$ cat src/rtl/uart_rx_cfg.sv
// Parametrised UART receiver: 2-flop synchroniser, 3-sample mid-bit majority vote,
// false-start rejection, optional odd/even parity and one or two stop bits.
module uart_rx_cfg #(
  parameter int CLKS_PER_BIT = 50,
  parameter int DATA_BITS    = 8,
  parameter int PARITY       = 0,
  parameter int STOP_BITS    = 1
) (
  input  logic                 clk,
  input  logic                 rst_n,
  input  logic                 rx,
  output logic [DATA_BITS-1:0] data_out,
  output logic                 data_valid,
  output logic                 parity_err,
  output logic                 frame_err,
  output logic                 busy
);

  generate
    if (CLKS_PER_BIT < 4 || DATA_BITS < 5 || DATA_BITS > 9 ||
        PARITY < 0 || PARITY > 2 || STOP_BITS < 1 || STOP_BITS > 2) begin : g_bad_params
      $error("uart_rx_cfg: illegal parameter value");
    end
  endgenerate

  localparam int            CW        = $clog2(CLKS_PER_BIT);
  localparam int            HALF      = CLKS_PER_BIT / 2;
  localparam logic [CW-1:0] CNT_SMP_A = CW'(HALF - 1);
  localparam logic [CW-1:0] CNT_SMP_B = CW'(HALF);
  localparam logic [CW-1:0] CNT_DEC   = CW'(HALF + 1);
  localparam logic [CW-1:0] CNT_WRAP  = CW'(CLKS_PER_BIT - 1);
  localparam logic [3:0]    LAST_DATA = 4'(DATA_BITS - 1);
  localparam logic [3:0]    LAST_STOP = 4'(STOP_BITS - 1);

  typedef enum logic [2:0] {S_IDLE, S_START, S_DATA, S_PARITY, S_STOP} state_t;

  logic                 rx_meta, rx_s, rx_prev;
  state_t               state, state_nxt;
  logic [CW-1:0]        cnt, cnt_nxt;
  logic [3:0]           idx, idx_nxt;
  logic                 smp_a, smp_a_nxt, smp_b, smp_b_nxt;
  logic [DATA_BITS-1:0] shreg, shreg_nxt;
  logic                 perr_acc, perr_nxt, ferr_acc, ferr_nxt;
  logic [DATA_BITS-1:0] data_out_nxt;
  logic                 data_valid_nxt, parity_err_nxt, frame_err_nxt;
  logic                 fall, vote, at_dec, at_wrap;

  // Synchroniser resets to 0 so a line held low through reset never looks like a start edge.
  // NOTE: sequential state uses non-blocking assignments so every flop samples pre-edge values.
  always_ff @(posedge clk or negedge rst_n) begin
    if (!rst_n) begin
      rx_meta <= 1'b0;
      rx_s    <= 1'b0;
      rx_prev <= 1'b0;
    end else begin
      rx_meta <= rx;
      rx_s    <= rx_meta;
      rx_prev <= rx_s;
    end
  end

  assign fall    = !rx_s && rx_prev;
  assign vote    = (smp_a & smp_b) | (smp_a & rx_s) | (smp_b & rx_s);
  assign at_dec  = (cnt == CNT_DEC);
  assign at_wrap = (cnt == CNT_WRAP);
  assign busy    = (state != S_IDLE);

  always_ff @(posedge clk or negedge rst_n) begin
    if (!rst_n) begin
      state      <= S_IDLE;
      cnt        <= '0;
      idx        <= '0;
      smp_a      <= 1'b0;
      smp_b      <= 1'b0;
      shreg      <= '0;
      perr_acc   <= 1'b0;
      ferr_acc   <= 1'b0;
      data_out   <= '0;
      data_valid <= 1'b0;
      parity_err <= 1'b0;
      frame_err  <= 1'b0;
    end else begin
      state      <= state_nxt;
      cnt        <= cnt_nxt;
      idx        <= idx_nxt;
      smp_a      <= smp_a_nxt;
      smp_b      <= smp_b_nxt;
      shreg      <= shreg_nxt;
      perr_acc   <= perr_nxt;
      ferr_acc   <= ferr_nxt;
      data_out   <= data_out_nxt;
      data_valid <= data_valid_nxt;
      parity_err <= parity_err_nxt;
      frame_err  <= frame_err_nxt;
    end
  end

  always_comb begin
    // NOTE: every signal gets a default first, so no path through the case can infer a latch.
    state_nxt      = state;
    cnt_nxt        = at_wrap ? '0 : cnt + CW'(1);
    idx_nxt        = idx;
    smp_a_nxt      = (cnt == CNT_SMP_A) ? rx_s : smp_a;
    smp_b_nxt      = (cnt == CNT_SMP_B) ? rx_s : smp_b;
    shreg_nxt      = shreg;
    perr_nxt       = perr_acc;
    ferr_nxt       = ferr_acc;
    data_out_nxt   = data_out;
    data_valid_nxt = 1'b0;
    parity_err_nxt = parity_err;
    frame_err_nxt  = frame_err;

    unique case (state)
      S_IDLE: begin
        cnt_nxt = '0;
        if (fall) begin
          state_nxt = S_START;
          idx_nxt   = '0;
          perr_nxt  = 1'b0;
          ferr_nxt  = 1'b0;
        end
      end
      S_START: begin
        if (at_dec && vote) begin
          state_nxt = S_IDLE;
          cnt_nxt   = '0;
        end else if (at_wrap) begin
          state_nxt = S_DATA;
          idx_nxt   = '0;
        end
      end
      S_DATA: begin
        if (at_dec) shreg_nxt = {vote, shreg[DATA_BITS-1:1]};
        if (at_wrap) begin
          if (idx == LAST_DATA) begin
            idx_nxt   = '0;
            state_nxt = (PARITY != 0) ? S_PARITY : S_STOP;
          end else begin
            idx_nxt = idx + 4'd1;
          end
        end
      end
      S_PARITY: begin
        if (at_dec) perr_nxt = (PARITY == 1) ? ~(^shreg ^ vote) : (^shreg ^ vote);
        if (at_wrap) begin
          state_nxt = S_STOP;
          idx_nxt   = '0;
        end
      end
      S_STOP: begin
        if (at_wrap) idx_nxt = idx + 4'd1;
        if (at_dec) begin
          ferr_nxt = ferr_acc | ~vote;
          // Leave on the last stop decision so a start bit right after it is not missed.
          if (idx == LAST_STOP) begin
            state_nxt      = S_IDLE;
            cnt_nxt        = '0;
            idx_nxt        = '0;
            data_out_nxt   = shreg;
            data_valid_nxt = 1'b1;
            parity_err_nxt = perr_acc;
            frame_err_nxt  = ferr_acc | ~vote;
          end
        end
      end
      default: state_nxt = S_IDLE;
    endcase
  end

endmodule

$ cat config.mk
export PLATFORM = sky130hd
export DESIGN_NAME = uart_rx_cfg
export DESIGN_NICKNAME = d
export VERILOG_FILES = /design/src/rtl/uart_rx_cfg.sv
export SDC_FILE = /design/constraint.sdc
export NUM_CORES = 1
export LEC_CHECK = 0
export ABC_CLOCK_PERIOD_IN_PS = 2900
export CAP_MARGIN = 10
export CORE_MARGIN = 8
export CORE_UTILIZATION = 25
export CTS_CLUSTER_SIZE = 24
export DETAILED_ROUTE_END_ITERATION = 6
export PLACE_DENSITY = 0.5
export SETUP_SLACK_MARGIN = 0.15
export SLEW_MARGIN = 10
export SYNTH_ARGS = -nofsm -noshare
export SYNTH_HDL_FRONTEND = slang
export SYNTH_SLANG_ARGS = --single-unit
$ cat constraint.sdc
create_clock -name clk -period 2.9 [get_ports clk]
set_input_delay 0.58 -clock clk [delete_from_list [all_inputs] [get_ports clk]]
set_output_delay 0.58 -clock clk [all_outputs]
set_load 0.01 [all_outputs]
==> impl_metrics.env <==
export IMPL_status="finished clean"
export IMPL_synth_common_cells="39 x dfrtp_1, 12 x mux2_2, 10 x nand2_1, 10 x nor2_1, 10 x xnor2_1"
export IMPL_fill_cells=821
export IMPL_die_area_sq_um=11270
export IMPL_clkSinkCount=39
export IMPL_synthTopCellsByArea="dfrtp_1 48%, mux2_2 6.6%, mux2_4 5.2%"
export IMPL_cts_buffers=5
export IMPL_synth_top_area_share_pct=48.00
export IMPL_worstSkewPairLatency_ns=0.29
export IMPL_pre_cts_slack_ns=0.8259
export IMPL_hpwl_microns=2635
export IMPL_yosys_area_share_adder_pct=4.185
export IMPL_overflow=0
export IMPL_wl_met1_microns=1943
export IMPL_avgSynthCellArea_sq_um=11.62
export IMPL_gp_congestion=0.7987
export IMPL_clock_path_buffers=2
export IMPL_grt_max_degree=40
export IMPL_syn_area_sq_um=2033
export IMPL_start_kind="flop"
export IMPL_io_pins=15
export IMPL_nets=200
export IMPL_vias=1306
export IMPL_worst_slew_pin_slew_ns=0.8721
export IMPL_setup_tns_ns=0
export IMPL_start_util_pct=25.25
export IMPL_ir_drop_mv=0.2590
export IMPL_cts_tree="done"
export IMPL_dr_pass1_iters=4
export IMPL_grt_pass1_wl_microns=6831
export IMPL_yosys_register_bits=39
export IMPL_io_buffers=14
export IMPL_cp_max_fo=14
export IMPL_synthSimpleGateAreaFrac_pct=16.68
export IMPL_post_route_drc_count=0
export IMPL_synth_compound_area_share_pct=9.846
export IMPL_maxCapViolations=0
export IMPL_n_antenna_cell=0
export IMPL_final_layout_size_suffix_gt1_share_pct=20.31
export IMPL_rows=33
export IMPL_period_minus_slack_ns=2.319
export IMPL_finalClockSkew_ns=0.003138
export IMPL_hold_path_class="reg -> reg"
export IMPL_finalWorstSetupSlack_ns=0.5812
export IMPL_finalMaxSlewViolations=0
export IMPL_p_total_mw=1.229
export IMPL_viasPerCell=4.397
export IMPL_p_leak_nw=1.029
export IMPL_clkTransAtPathRegs_ns=0.08
export IMPL_synthXorXnorAreaFrac_pct=5.600
export IMPL_synth_cells=175
export IMPL_antenna_found_initial=0
export IMPL_antenna_left=0
export IMPL_slew_headroom_pct=41.86
export IMPL_cp_required_ns=2.32
export IMPL_arrival_ns=1.74
export IMPL_hold_violations=0
export IMPL_yosys_area_top_type="dfrtp_1"
export IMPL_wl_met2_microns=1668
export IMPL_grtUsageTotal_pct=7.466
export IMPL_holdBufCountCts=0
export IMPL_detail_route_iter0_violations=59
export IMPL_cts_root_buf="clkbuf_8"
export IMPL_ctsResizeCount=0
export IMPL_cts_htree_levels=2
export IMPL_core_sq_um=8051
export IMPL_muxShareOfSynthArea_pct=12.31
export IMPL_synth_top_family_by_area="simple AND/OR/NAND/NOR gates"
export IMPL_yosysWarnings=0
export IMPL_yosysSeqAreaShare_pct=48.00
export IMPL_crit_path_end_kind="primary output"
export IMPL_finalCritPeriodShare_pct=79.96
export IMPL_synth_most_common_cell="dfrtp_1"
export IMPL_ys_flop_type="dfrtp_1"
export IMPL_synth_nets=184
export IMPL_final_util_pct=29.18
export IMPL_setup_viol=0
export IMPL_placed_area_sq_um=2265
export IMPL_synth_edff_count=0
export IMPL_first_global_vias=1363
export IMPL_route_met3_wl_microns=111
export IMPL_wl_microns=3794
export IMPL_synthArstFlopShare_pct=100.0
export IMPL_power_density_nw_per_um2=523.0
export IMPL_post_drt_wl_per_cell_microns=12.77
export IMPL_cts_setup_buffers=0
export IMPL_die_h_microns=106.2
export IMPL_worst_setup_path_type="reg -> out"
export IMPL_dieWidth_microns=106.2
export IMPL_rsz0062_at_grt="no"
export IMPL_area_growth_pct=15.57
export IMPL_top_layer_used="met4"
export IMPL_ys_types=41
export IMPL_max_freq_mhz=431.3
export IMPL_stdcell_area_sq_um=2350
-- where the power goes --
part           total [mW]  internal [mW]  switching (mW)
registers           0.663          0.591          0.0720
clock network       0.360          0.168           0.192
logic               0.206          0.100           0.106
total                1.23          0.859           0.370
-- area by class of cell --
class,instances,area [sq um],area share (%)
Clock buffer,6,72.57,3.088
Tap cell,105,131.4,5.591
Timing Repair Buffer,15,142.6,6.070
Sequential cell,39,975.9,41.53
Inverter,7,26.28,1.118
Multi-Input combinational cell,123,988.4,42.07
Clock inverter,2,12.51,0.5325
-- per-stage QoR --
stage | hold WS (ns) | instances
detailed placement | 0.3405 | 289
global placement | 0.3349 | 289
global route | 0.3693 | 297
CTS | 0.3586 | 297
finish | 0.3556 | 297
floorplan | 0.2844 | 175
-- registers in the layout (all words and copies together) (netlist names) --
name,flops
data_out,8
shreg,8
cnt,6
idx,4
state,3
data_valid,1
ferr_acc,1
frame_err,1
parity_err,1
perr_acc,1
rx_meta,1
rx_prev,1
rx_s,1
smp_a,1
smp_b,1
-- layer usage --
layer  GRT usage (%)  vias to the layer above
li1                -                      643
met1           9.858                      639
met2           10.86                       18
met3           2.057                        6
met4           3.920                        0
met5               0                        -
-- worst paths after layout --
| kind | slack (ns) | depth (start not counted) | startpoint | endpoint |
|---|---|---|---|---|
| min in group asynchronous | 0.40 | 1 | rst_n | data_out[5]$_DFFE_PN0P_ |
| max in group asynchronous | 1.95 | 1 | rst_n | smp_b$_DFFE_PN0N_ |
| min | 0.36 | 0 | rx_meta$_DFF_PN0_ | rx_s$_DFF_PN0_ |
| max reg2reg | 0.84 | 7 | cnt[1]$_DFF_PN0_ | idx[3]$_DFFE_PN0P_ |
| min reg2reg | 0.36 | 0 | rx_meta$_DFF_PN0_ | rx_s$_DFF_PN0_ |
| max | 0.58 | 3 | state[2]$_DFFE_PN0P_ | busy |
-- kinds of logic after synthesis --
group | Yosys count
XOR/XNOR | 13
buffers and inverters | 13
adder cells (fa/ha/maj) | 7
AO/OA/AOI/OAI | 29
multiplexers | 20
AND/OR/NAND/NOR | 54
flip-flops | 39
-- placed cells by master (no fill, tap or decap), types with 4 or more instances in the layout --
cell type        instances
a21oi_1                  8
clkbuf_8                 5
clkdlybuf4s50_1         13
dfrtp_1                 39
ha_1                     6
inv_1                    7
mux2_2                  12
mux2_4                   7
nand2_1                 10
nand2b_1                 4
nand3_1                  9
nor2_1                  10
nor3b_1                  5
o21ai_0                  9
xnor2_1                 10
-- critical path: stages, from the launching register on --
cell             delay (ns)
dfrtp_1                0.66
inv_1                  0.15
nand2_1                0.10
clkdlybuf4s50_1        0.54
Power figures use the tool's default switching activity.
